**config.mk**
```make
export PLATFORM = sky130hd
export DESIGN_NAME = lstm_node
export DESIGN_NICKNAME = d
export VERILOG_FILES = /design/src/rtl/lstm_node.sv
export SDC_FILE = /design/constraint.sdc
export NUM_CORES = 2
export LEC_CHECK = 0
export ABC_CLOCK_PERIOD_IN_PS = 10600
export CORE_AREA = 2 2 285 287
export DETAILED_ROUTE_END_ITERATION = 16
export DIE_AREA = 0 0 287 289
export GPL_ROUTABILITY_DRIVEN = 0
export PLACE_DENSITY = 0.56
export REMOVE_ABC_BUFFERS = 1
export SETUP_SLACK_MARGIN = 0.5
export SLEW_MARGIN = 0
export SYNTH_ARGS = -nofsm -noshare
export SYNTH_HDL_FRONTEND = slang
export SYNTH_SLANG_ARGS = --single-unit
```
**constraint.sdc**
```tcl
create_clock -name clock -period 10.6 [get_ports clock]
set_input_delay 3.18 -clock clock [delete_from_list [all_inputs] [get_ports clock]]
set_output_delay 3.18 -clock clock [all_outputs]
set_load 0.02 [all_outputs]
```
**src/rtl/lstm_node.sv**
```systemverilog
// -----------------------------------------------------------------------------
// LstmNode: one LSTM hidden unit, signed Q8.7 fixed point.
//
// Takes the four gate pre-activation sums produced by the PE/MAC array plus the
// previous cell state. It computes the new cell state c and the hidden output
// h over a short multi-cycle sequence: IDLE -> ACT -> CELL -> OUT -> DONE.
//
// Ports:
//   clock           rising-edge clock
//   reset           asynchronous, active-high reset
//   lstm_node_in_i  input-gate pre-activation
//   lstm_node_in_c  candidate pre-activation
//   lstm_node_in_f  forget-gate pre-activation
//   lstm_node_in_o  output-gate pre-activation
//   lstm_recu_in    previous cell state c_prev (ignored with internal state)
//   status_in       PE state: 1 = START, anything else = no start
//   status_out      LSTM state: 0 IDLE, 1 ACT, 2 CELL, 3 OUT, 4 DONE
//   lstm_node_out   registered hidden output h
//   lstm_recu_out   registered new cell state c (recurrent path)
//
// Configuration macro:
//   LSTM_INTERNAL_STATE_EN - when defined, c_prev comes from an internal
//   cell-state register that is updated with c on every OUT edge, and
//   lstm_recu_in is not used.
// -----------------------------------------------------------------------------
module lstm_node #(
    parameter int DATA_W = 16,
    parameter int FRAC_W = 7
) (
    input  logic                     clock,
    input  logic                     reset,
    input  logic signed [DATA_W-1:0] lstm_node_in_i,
    input  logic signed [DATA_W-1:0] lstm_node_in_c,
    input  logic signed [DATA_W-1:0] lstm_node_in_f,
    input  logic signed [DATA_W-1:0] lstm_node_in_o,
    input  logic signed [DATA_W-1:0] lstm_recu_in,
    input  logic        [1:0]        status_in,
    output logic        [2:0]        status_out,
    output logic signed [DATA_W-1:0] lstm_node_out,
    output logic signed [DATA_W-1:0] lstm_recu_out
);

    typedef enum logic [2:0] {
        ST_IDLE = 3'd0,
        ST_ACT  = 3'd1,
        ST_CELL = 3'd2,
        ST_OUT  = 3'd3,
        ST_DONE = 3'd4
    } lstmState_t;

    localparam logic [1:0] PE_START = 2'd1;
    localparam int ONE      = 1 << FRAC_W;
    localparam int WORD_MAX = (1 << (DATA_W - 1)) - 1;
    localparam int WORD_MIN = -(1 << (DATA_W - 1));

    // Clamps a wide intermediate back into a signed data word.
    function automatic logic signed [DATA_W-1:0] satWord(
        input logic signed [2*DATA_W-1:0] x
    );
        if (x > WORD_MAX) begin
            return DATA_W'(WORD_MAX);
        end else if (x < WORD_MIN) begin
            return DATA_W'(WORD_MIN);
        end else begin
            return x[DATA_W-1:0];
        end
    endfunction

    // Piecewise-linear sigmoid: x/4 + 0.5, clamped to [0, 1].
    // One extra bit keeps the +0.5 offset from wrapping near full scale.
    function automatic logic signed [DATA_W-1:0] hardSigmoid(
        input logic signed [DATA_W-1:0] x
    );
        logic signed [DATA_W:0] t;
        t = $signed({x[DATA_W-1], x}) >>> 2;
        t = t + (DATA_W+1)'(ONE / 2);
        if (t < 0) begin
            return '0;
        end else if (t > ONE) begin
            return DATA_W'(ONE);
        end else begin
            return t[DATA_W-1:0];
        end
    endfunction

    // Hard tanh: clamp to [-1, 1].
    function automatic logic signed [DATA_W-1:0] hardTanh(
        input logic signed [DATA_W-1:0] x
    );
        if (x > ONE) begin
            return DATA_W'(ONE);
        end else if (x < -ONE) begin
            return DATA_W'(-ONE);
        end else begin
            return x;
        end
    endfunction

    // Fixed-point product. The arithmetic shift rounds toward -inf.
    function automatic logic signed [2*DATA_W-1:0] fixMul(
        input logic signed [DATA_W-1:0] a,
        input logic signed [DATA_W-1:0] b
    );
        logic signed [2*DATA_W-1:0] p;
        p = (2*DATA_W)'(a) * (2*DATA_W)'(b);
        return p >>> FRAC_W;
    endfunction

    lstmState_t              r_state;
    logic signed [DATA_W-1:0] r_xI, r_xC, r_xF, r_xO, r_cPrev;
    logic signed [DATA_W-1:0] r_gi, r_gf, r_go, r_gg;
    logic signed [DATA_W-1:0] r_cell;
    logic signed [DATA_W-1:0] r_nodeOut, r_recuOut;
`ifdef LSTM_INTERNAL_STATE_EN
    logic signed [DATA_W-1:0] r_cellState;
`endif

    logic                     w_start;
    logic signed [DATA_W-1:0] w_cPrevSrc;

    assign w_start = (status_in == PE_START);

`ifdef LSTM_INTERNAL_STATE_EN
    assign w_cPrevSrc = r_cellState;
`else
    assign w_cPrevSrc = lstm_recu_in;
`endif

    // Sequencer and datapath registers.
    // DONE behaves like IDLE for start detection, which allows back-to-back
    // operation: one result every four cycles while START is held.
    // The gate products are at most one data word plus 1.0 in magnitude.
    // The 32-bit sum therefore gives the same result as a 17-bit sum.
    always_ff @(posedge clock or posedge reset) begin
        if (reset) begin
            r_state     <= ST_IDLE;
            r_xI        <= '0;
            r_xC        <= '0;
            r_xF        <= '0;
            r_xO        <= '0;
            r_cPrev     <= '0;
            r_gi        <= '0;
            r_gf        <= '0;
            r_go        <= '0;
            r_gg        <= '0;
            r_cell      <= '0;
            r_nodeOut   <= '0;
            r_recuOut   <= '0;
`ifdef LSTM_INTERNAL_STATE_EN
            r_cellState <= '0;
`endif
        end else begin
            case (r_state)
                ST_IDLE, ST_DONE: begin
                    if (w_start) begin
                        r_xI    <= lstm_node_in_i;
                        r_xC    <= lstm_node_in_c;
                        r_xF    <= lstm_node_in_f;
                        r_xO    <= lstm_node_in_o;
                        r_cPrev <= w_cPrevSrc;
                        r_state <= ST_ACT;
                    end else begin
                        r_state <= ST_IDLE;
                    end
                end
                ST_ACT: begin
                    r_gi    <= hardSigmoid(r_xI);
                    r_gf    <= hardSigmoid(r_xF);
                    r_go    <= hardSigmoid(r_xO);
                    r_gg    <= hardTanh(r_xC);
                    r_state <= ST_CELL;
                end
                ST_CELL: begin
                    r_cell  <= satWord(fixMul(r_gf, r_cPrev) + fixMul(r_gi, r_gg));
                    r_state <= ST_OUT;
                end
                ST_OUT: begin
                    r_nodeOut   <= satWord(fixMul(r_go, hardTanh(r_cell)));
                    r_recuOut   <= r_cell;
`ifdef LSTM_INTERNAL_STATE_EN
                    r_cellState <= r_cell;
`endif
                    r_state     <= ST_DONE;
                end
                default: begin
                    r_state <= ST_IDLE;
                end
            endcase
        end
    end

    assign status_out    = r_state;
    assign lstm_node_out = r_nodeOut;
    assign lstm_recu_out = r_recuOut;

endmodule

```
Word level (Yosys, flattened, before mapping). Cells that the tools add are included.

Reduce and logical (&&, ||, !) cells: 3. $mul: 3. Magnitude comparators: 14. $add $sub $neg: 4. Multiplexer cells: 17. Equality and inequality tests: 5.

Operators with widths (count): $mux 16 (15); $mul 16x16->32 (3); $add 14x8->15 const B (3); $gt 15x9->1 const B (3); $lt 15x1->1 const B (3); $gt 16x9->1 const B (2); $lt 16x8->1 const B (2); $add 25x25->26 (1); $gt 26x16->1 const B (1); $lt 26x16->1 const B (1); $gt 25x16->1 const B (1); $lt 25x16->1 const B (1); $pmux 3 s4 (1); $eq 3x2->1 const B (2); $eq 3x1->1 const B (1); $eq 3x3->1 const B (1); $logic_not 3->1 (1); $eq 2x1->1 const B (1); $reduce_and 2->1 (1); $reduce_or 2->1 (1); $mux 1 (1).

Bits in registers: 195. Input port bits: 84. Word-level logic and storage cells: 59. Output and inout port bits: 35.

Logic depth before layout (Yosys ltp).
Word-level depth: 8. Mapped depth: 36. Gate-level depth less buffers: 34.

Worst setup path after synthesis. OpenSTA, ideal clock, no wires.

Path kind: register to register. Start: register r_gg[1]. End: register r_cell[10]. Cell stages (with the launch flop): 35. Library setup time: 0.077 ns. Clock period less this slack: 8.488 ns. Arrival: 8.410 ns. Data required time: 10.523 ns. Path slack: 2.112 ns. Buffers on the path: 2. Cell sequence: dfrtp_1 -> clkbuf_1 -> nand2_1 -> fa_1 -> fa_1 -> fa_1 -> inv_1 -> fa_1 -> fa_1 -> inv_1 -> fa_1 -> inv_1 -> ha_1 -> a21o_1 -> a21oi_1 -> o21ai_0 -> a21o_1 -> a22o_1 -> o21a_1 -> a21oi_1 -> nor2_1 -> a211oi_1 -> xnor2_1 -> ha_1 -> a21oi_1 -> o21ai_0 -> nor2_1 -> and3_1 -> or4_1 -> o211ai_1 -> nand3_1 -> o31ai_2 -> buf_2 -> nand2_1 -> a21oi_1.

Word-level cells in the longest chain between the ends: 5. Elaborated cells on any way between the ends: 6. Classes of those cells: add/sub (1); mul (1); order compare (2); mux (2).

RTL lines: start: declaration (RTL line 111) `logic signed [DATA_W-1:0] r_gi, r_gf, r_go, r_gg;`; start signal: assignment (RTL line 170) `r_gg <= hardTanh(r_xC);`; $mul 16x16->32 * (RTL line 105) `p = (2*DATA_W)'(a) * (2*DATA_W)'(b);`; $add 25x25->26 * (RTL line 174) `r_cell <= satWord(fixMul(r_gf, r_cPrev) + fixMul(r_gi, r_gg));`; $lt 26x16->1 (RTL line 62) `end else if (x < WORD_MIN) begin`; $mux 16 (RTL line 62); $mux 16 * (RTL line 60) `if (x > WORD_MAX) begin`; end signal: assignment (RTL line 174); end: declaration (RTL line 112) `logic signed [DATA_W-1:0] r_cell;`.

Mark *: on every way between the ends. The rest lies on a longest branch, timed or not. A chain may end at the register's enable or synchronous reset.

Worst setup path in the final report.
Start: register r_gf[9]. End: register r_cell[4].

Word-level cells in the longest chain between the ends: 5. Elaborated cells on any way between the ends: 6. Classes of those cells: add/sub (1); mul (1); order compare (2); mux (2).

RTL lines: start: declaration (RTL line 111); start signal: assignment (RTL line 168) `r_gf <= hardSigmoid(r_xF);`; $mul 16x16->32 * (RTL line 105); $add 25x25->26 * (RTL line 174); $lt 26x16->1 (RTL line 62); $mux 16 (RTL line 62); $mux 16 * (RTL line 60).

Marks and branches as above.

==> flow_summary.rst <==
.. list-table::
   :header-rows: 1

   * - Metric
     - Value
   * - Outcome
     - finished clean
   * - Fmax
     - 107 MHz
   * - Layout-stage area growth over the synthesis result
     - 8.65%
   * - Worst min-delay path class
     - reg2reg
   * - Latest clock arrival within the worst-skew pair
     - approximately 530 ps
   * - Post-route insts no fill
     - around 4600
   * - Async S/R FF share, synth
     - between 90% and 100%
   * - Detailed placement HPWL
     - 59.1 mm
   * - Synthesized netlist cell count
     - 3458
   * - Post-CTS sizing
     - 0
   * - Worst r2r dst
     - r_cell[4]
   * - Effective utilization at floorplan
     - between 30 and 40%
   * - Count of state elements after synthesis
     - 183
   * - CTS root buf
     - sky130_fd_sc_hd__clkbuf_16
   * - I/O Pins
     - between 100 and 150
   * - Placeable Area
     - about 0.08 mm^2
   * - Max VDD drop
     - a little over 0.2 mV
   * - Count of maximum capacitance violations
     - 0
   * - Clock edge transition at the registers on the reported setup and hold paths
     - roughly 80 ps
   * - Row cnt
     - 104
   * - Summed instance area of the synthesized netlist
     - 0.0318 mm^2
   * - CTS tree
     - built
   * - Final antenna-violating net count
     - 0
   * - Via count of the first global-routing pass
     - 24500
   * - Number of placed instances, taps included
     - roughly 4500
   * - Final min period
     - about 9400 ps
   * - Post-synthesis sequential area ratio
     - 14.4%
   * - Crit path largest cell delay
     - roughly 670 ps
   * - Data arrival time of the worst path
     - 9820 ps
   * - Final non-filler cell area
     - 0.0345 mm^2
   * - Nature of the critical path startpoint
     - flop
   * - Power density of the placed cells
     - between 150 and 200 mW/mm^2
   * - Die Area
     - 0.0829 mm^2
   * - Reg2Reg Depth
     - 32
   * - Cell leakage power
     - between 15 and 20 nW
   * - Post-layout total power
     - between 0.006 and 0.007 W
   * - Number of enable flip-flop cells after synthesis
     - 0
   * - IO buf count
     - between 100 and 150
   * - Residual DRC count
     - 0
   * - First-pass GRT wire length
     - between 100 and 150 mm
   * - Number of H-tree levels
     - 4
   * - Area of all sequential standard cells
     - roughly 0.0046 mm^2
   * - Total gr overflow
     - 0
   * - Antenna violations before repair
     - 2
   * - Fin crit share
     - around nine tenths
   * - Final routed wire length divided by cell count
     - about 16 um
   * - Critical path origin
     - r_gf[9]
   * - Area post-placement
     - 0.0339 mm^2
   * - Final worst clock skew
     - roughly 24 ps
   * - Hold violation total from the final report
     - 0
   * - Data required time of the critical path
     - roughly 11000 ps
   * - Number of distinct standard cells referenced by the synthesized netlist
     - 75
   * - Tightest Pin Transition
     - between 800 and 900 ps
   * - Total via count after detailed routing
     - 23000
   * - Crit-path max FO
     - 17
   * - Detailed router's first-iteration violation count
     - 1047
   * - Count of yosys warnings during synthesis
     - 0
   * - Layout filler cell count
     - 8030
   * - Multi-input combinational cell area
     - 0.0242 mm^2
   * - Global-route usage over all layers
     - between 10% and 20%
   * - Ys flop type
     - sky130_fd_sc_hd__dfrtp_1
   * - Sort of element at the end of the critical path
     - flop
   * - Longest Clk Path Bufs
     - 2
   * - RSZ-0062 raised after global routing
     - no
   * - Share of cells above drive strength 1
     - 4.92%
   * - Pin count of the biggest net entering global routing
     - 76
   * - Origin of the critical flop-to-flop path
     - r_gf[9]
   * - Die outline height
     - around 290 um
   * - Die width
     - approximately 290 um
   * - Count of hold-fix buffers inserted at cts
     - 0
   * - Max-slew violation count
     - 0
   * - Routed wire length
     - 75.0 mm
   * - Number of detailed-route iterations in the first pass
     - 5
   * - Minimum hold slack
     - 507 ps
   * - Mean Syn Cell Area
     - ~9.2 um^2
   * - NumNets Final
     - between 4000 and 5000
   * - Cell with the most instances on the worst path
     - sky130_fd_sc_hd__fa_1
   * - Number of sinks handled by clock tree synthesis
     - 183
   * - Ratio of routed vias to standard cells
     - slightly above 5
   * - Total CTS buffers
     - 17
   * - Setup slack of the worst register-to-register path
     - roughly 1200 ps
   * - Buffers inserted during post-CTS setup optimization
     - 0
   * - Sum Neg Setup Slack
     - 0 ps
   * - Startpoint-to-endpoint class of the critical path
     - reg2reg
   * - Final Setup Violations
     - 0
   * - Max_slew headroom
     - approximately 40%
   * - Cell type of the slowest stage on the worst timing path
     - sky130_fd_sc_hd__o41ai_1
   * - Endpoint of the most critical setup path
     - r_cell[4]
[synth_stat cells, types with 4 or more instances]
library cell               count  area, um^2
sky130_fd_sc_hd__nand2b_1     30         188
sky130_fd_sc_hd__clkbuf_1    123         462
sky130_fd_sc_hd__a31oi_1       6        37.5
sky130_fd_sc_hd__o21ai_0      84         420
sky130_fd_sc_hd__o21bai_1      6        45.0
sky130_fd_sc_hd__fa_1        496        9930
sky130_fd_sc_hd__nand3_1      39         195
sky130_fd_sc_hd__o211ai_1      7        52.6
sky130_fd_sc_hd__a211o_1       4        35.0
sky130_fd_sc_hd__a21oi_1     101         505
sky130_fd_sc_hd__mux2_2       86         968
sky130_fd_sc_hd__inv_1       676        2540
sky130_fd_sc_hd__nor3_1       33         165
sky130_fd_sc_hd__and3_1       69         432
sky130_fd_sc_hd__a211oi_1     11        82.6
sky130_fd_sc_hd__nor4b_1       4        35.0
sky130_fd_sc_hd__or3_1         9        56.3
sky130_fd_sc_hd__and2_1      269        1680
sky130_fd_sc_hd__nand4_1      18         113
sky130_fd_sc_hd__nand2_1     409        1540
sky130_fd_sc_hd__a22o_1       27         236
sky130_fd_sc_hd__xnor2_1      56         490
sky130_fd_sc_hd__xor2_1       27         236
sky130_fd_sc_hd__o31ai_1       4        30.0
sky130_fd_sc_hd__dfrtp_1     183        4580
sky130_fd_sc_hd__nor2_1      112         420
sky130_fd_sc_hd__o22ai_2      10         125
sky130_fd_sc_hd__o22ai_1       6        37.5
sky130_fd_sc_hd__a21o_1       31         233
sky130_fd_sc_hd__o21a_1       17         128
sky130_fd_sc_hd__ha_1        391        4890
sky130_fd_sc_hd__nor4_1       16         100
sky130_fd_sc_hd__nor2b_1      26         163
sky130_fd_sc_hd__a311oi_1      5        43.8
sky130_fd_sc_hd__o41ai_1       4        35.0
[through the flow]
stage	utilization (%)	worst slack (ps)
2_1_floorplan	-	-1570
3_3_place_gp	42.5	1280
3_5_place_dp	42.5	1220
4_1_cts	43.2	1210
5_1_grt	43.2	644
6_report	43.2	1230
[metal layers]
metal	wire (um)	GRT usage, %
met1	34900	25.6
met2	36500	33.2
met3	2570	2.79
met4	1040	4.35
met5	8	0
[worst max-delay path, delay by kind of cell, from the launching register on]
family,cells,cell delay (ps)
compound gates,8,2280
xor+xnor,1,140
fa+ha+maj,8,3700
buf+inv,5,460
flops,1,660
simple gates,10,2060
[cells by family (layout without fill, tap and decap cells)]
logic type | Yosys count | count (layout) | synth area share [%]
AND/OR/NAND/NOR | 1051 | 1051 | 16.4
adder cells (fa/ha/maj) | 887 | 887 | 46.6
buffers and inverters | 806 | 844 | 9.58
AO/OA/AOI/OAI | 358 | 358 | 7.49
flip-flops | 183 | 183 | 14.4
multiplexers | 89 | 89 | 3.14
XOR/XNOR | 84 | 84 | 2.34
other | 0 | 1 | 0
[placed cells by master, fill, tap and decap left out, types with 4 or more instances in the layout]
cell,instances
sky130_fd_sc_hd__inv_1,675
sky130_fd_sc_hd__fa_1,496
sky130_fd_sc_hd__nand2_1,409
sky130_fd_sc_hd__ha_1,391
sky130_fd_sc_hd__and2_1,269
sky130_fd_sc_hd__dfrtp_1,183
sky130_fd_sc_hd__nor2_1,112
sky130_fd_sc_hd__clkdlybuf4s50_1,112
sky130_fd_sc_hd__a21oi_1,101
sky130_fd_sc_hd__mux2_2,86
sky130_fd_sc_hd__o21ai_0,84
sky130_fd_sc_hd__and3_1,69
sky130_fd_sc_hd__xnor2_1,56
sky130_fd_sc_hd__nand3_1,39
sky130_fd_sc_hd__nor3_1,32
sky130_fd_sc_hd__a21o_1,31
sky130_fd_sc_hd__nand2b_1,30
sky130_fd_sc_hd__a22o_1,27
sky130_fd_sc_hd__xor2_1,27
sky130_fd_sc_hd__nor2b_1,26
sky130_fd_sc_hd__buf_4,24
sky130_fd_sc_hd__nand4_1,18
sky130_fd_sc_hd__o21a_1,17
sky130_fd_sc_hd__clkbuf_16,17
sky130_fd_sc_hd__nor4_1,16
sky130_fd_sc_hd__a211oi_1,11
sky130_fd_sc_hd__o22ai_2,10
sky130_fd_sc_hd__or3_1,9
sky130_fd_sc_hd__o211ai_1,7
sky130_fd_sc_hd__o22ai_1,6
sky130_fd_sc_hd__o21bai_1,6
sky130_fd_sc_hd__a31oi_1,6
sky130_fd_sc_hd__a311oi_1,5
sky130_fd_sc_hd__inv_8,5
sky130_fd_sc_hd__a211o_1,4
sky130_fd_sc_hd__o31ai_1,4
sky130_fd_sc_hd__o41ai_1,4
sky130_fd_sc_hd__clkinv_8,4
[how the worst min path moves through the flow]
stage / slack (ps) / to / depth (start not counted) / start
after global placement: 490 / lstm_recu_out[7] / 1 / lstm_recu_out[7]
final: 510 / lstm_recu_out[8] / 1 / lstm_recu_out[8]
after detailed placement: 500 / lstm_recu_out[8] / 1 / lstm_recu_out[8]
after global routing: 520 / lstm_recu_out[8] / 1 / lstm_recu_out[8]
after CTS: 510 / lstm_recu_out[8] / 1 / lstm_recu_out[8]
after floorplan: 480 / r_gg[6] / 1 / r_xC[6]
[power by group]
part / leakage (nW) / switching, W / internal (W)
clock: 0.298 / 0.000361 / 0.000339
combinational: 15.2 / 0.00236 / 0.00181
sequential: 2.22 / 0.000645 / 0.000963
total: 17.7 / 0.00336 / 0.00312
[state kept, by name (all words and copies together), names as in the netlist]
| register | flops |
|---|---|
| r_cell | 16 |
| r_xI | 14 |
| r_xC | 16 |
| r_gg | 16 |
| lstm_node_out | 16 |
| lstm_recu_out | 16 |
| status_out | 3 |
| r_go | 14 |
| r_xO | 14 |
| r_cPrev | 16 |
| r_gi | 14 |
| r_gf | 14 |
| r_xF | 14 |
[area by class of cell]
type | instances | share of cell area, %
inverter | 676 | 7.37
timing repair buffer | 136 | 3.77
sequential | 183 | 13.3
tap | 1060 | 3.84
antenna | 1 | 0.00724
clock inverter | 14 | 0.522
clock buffer | 18 | 1.24
multi-input combinational | 2469 | 70.0
Note: power is estimated with default switching activity, not from simulation.
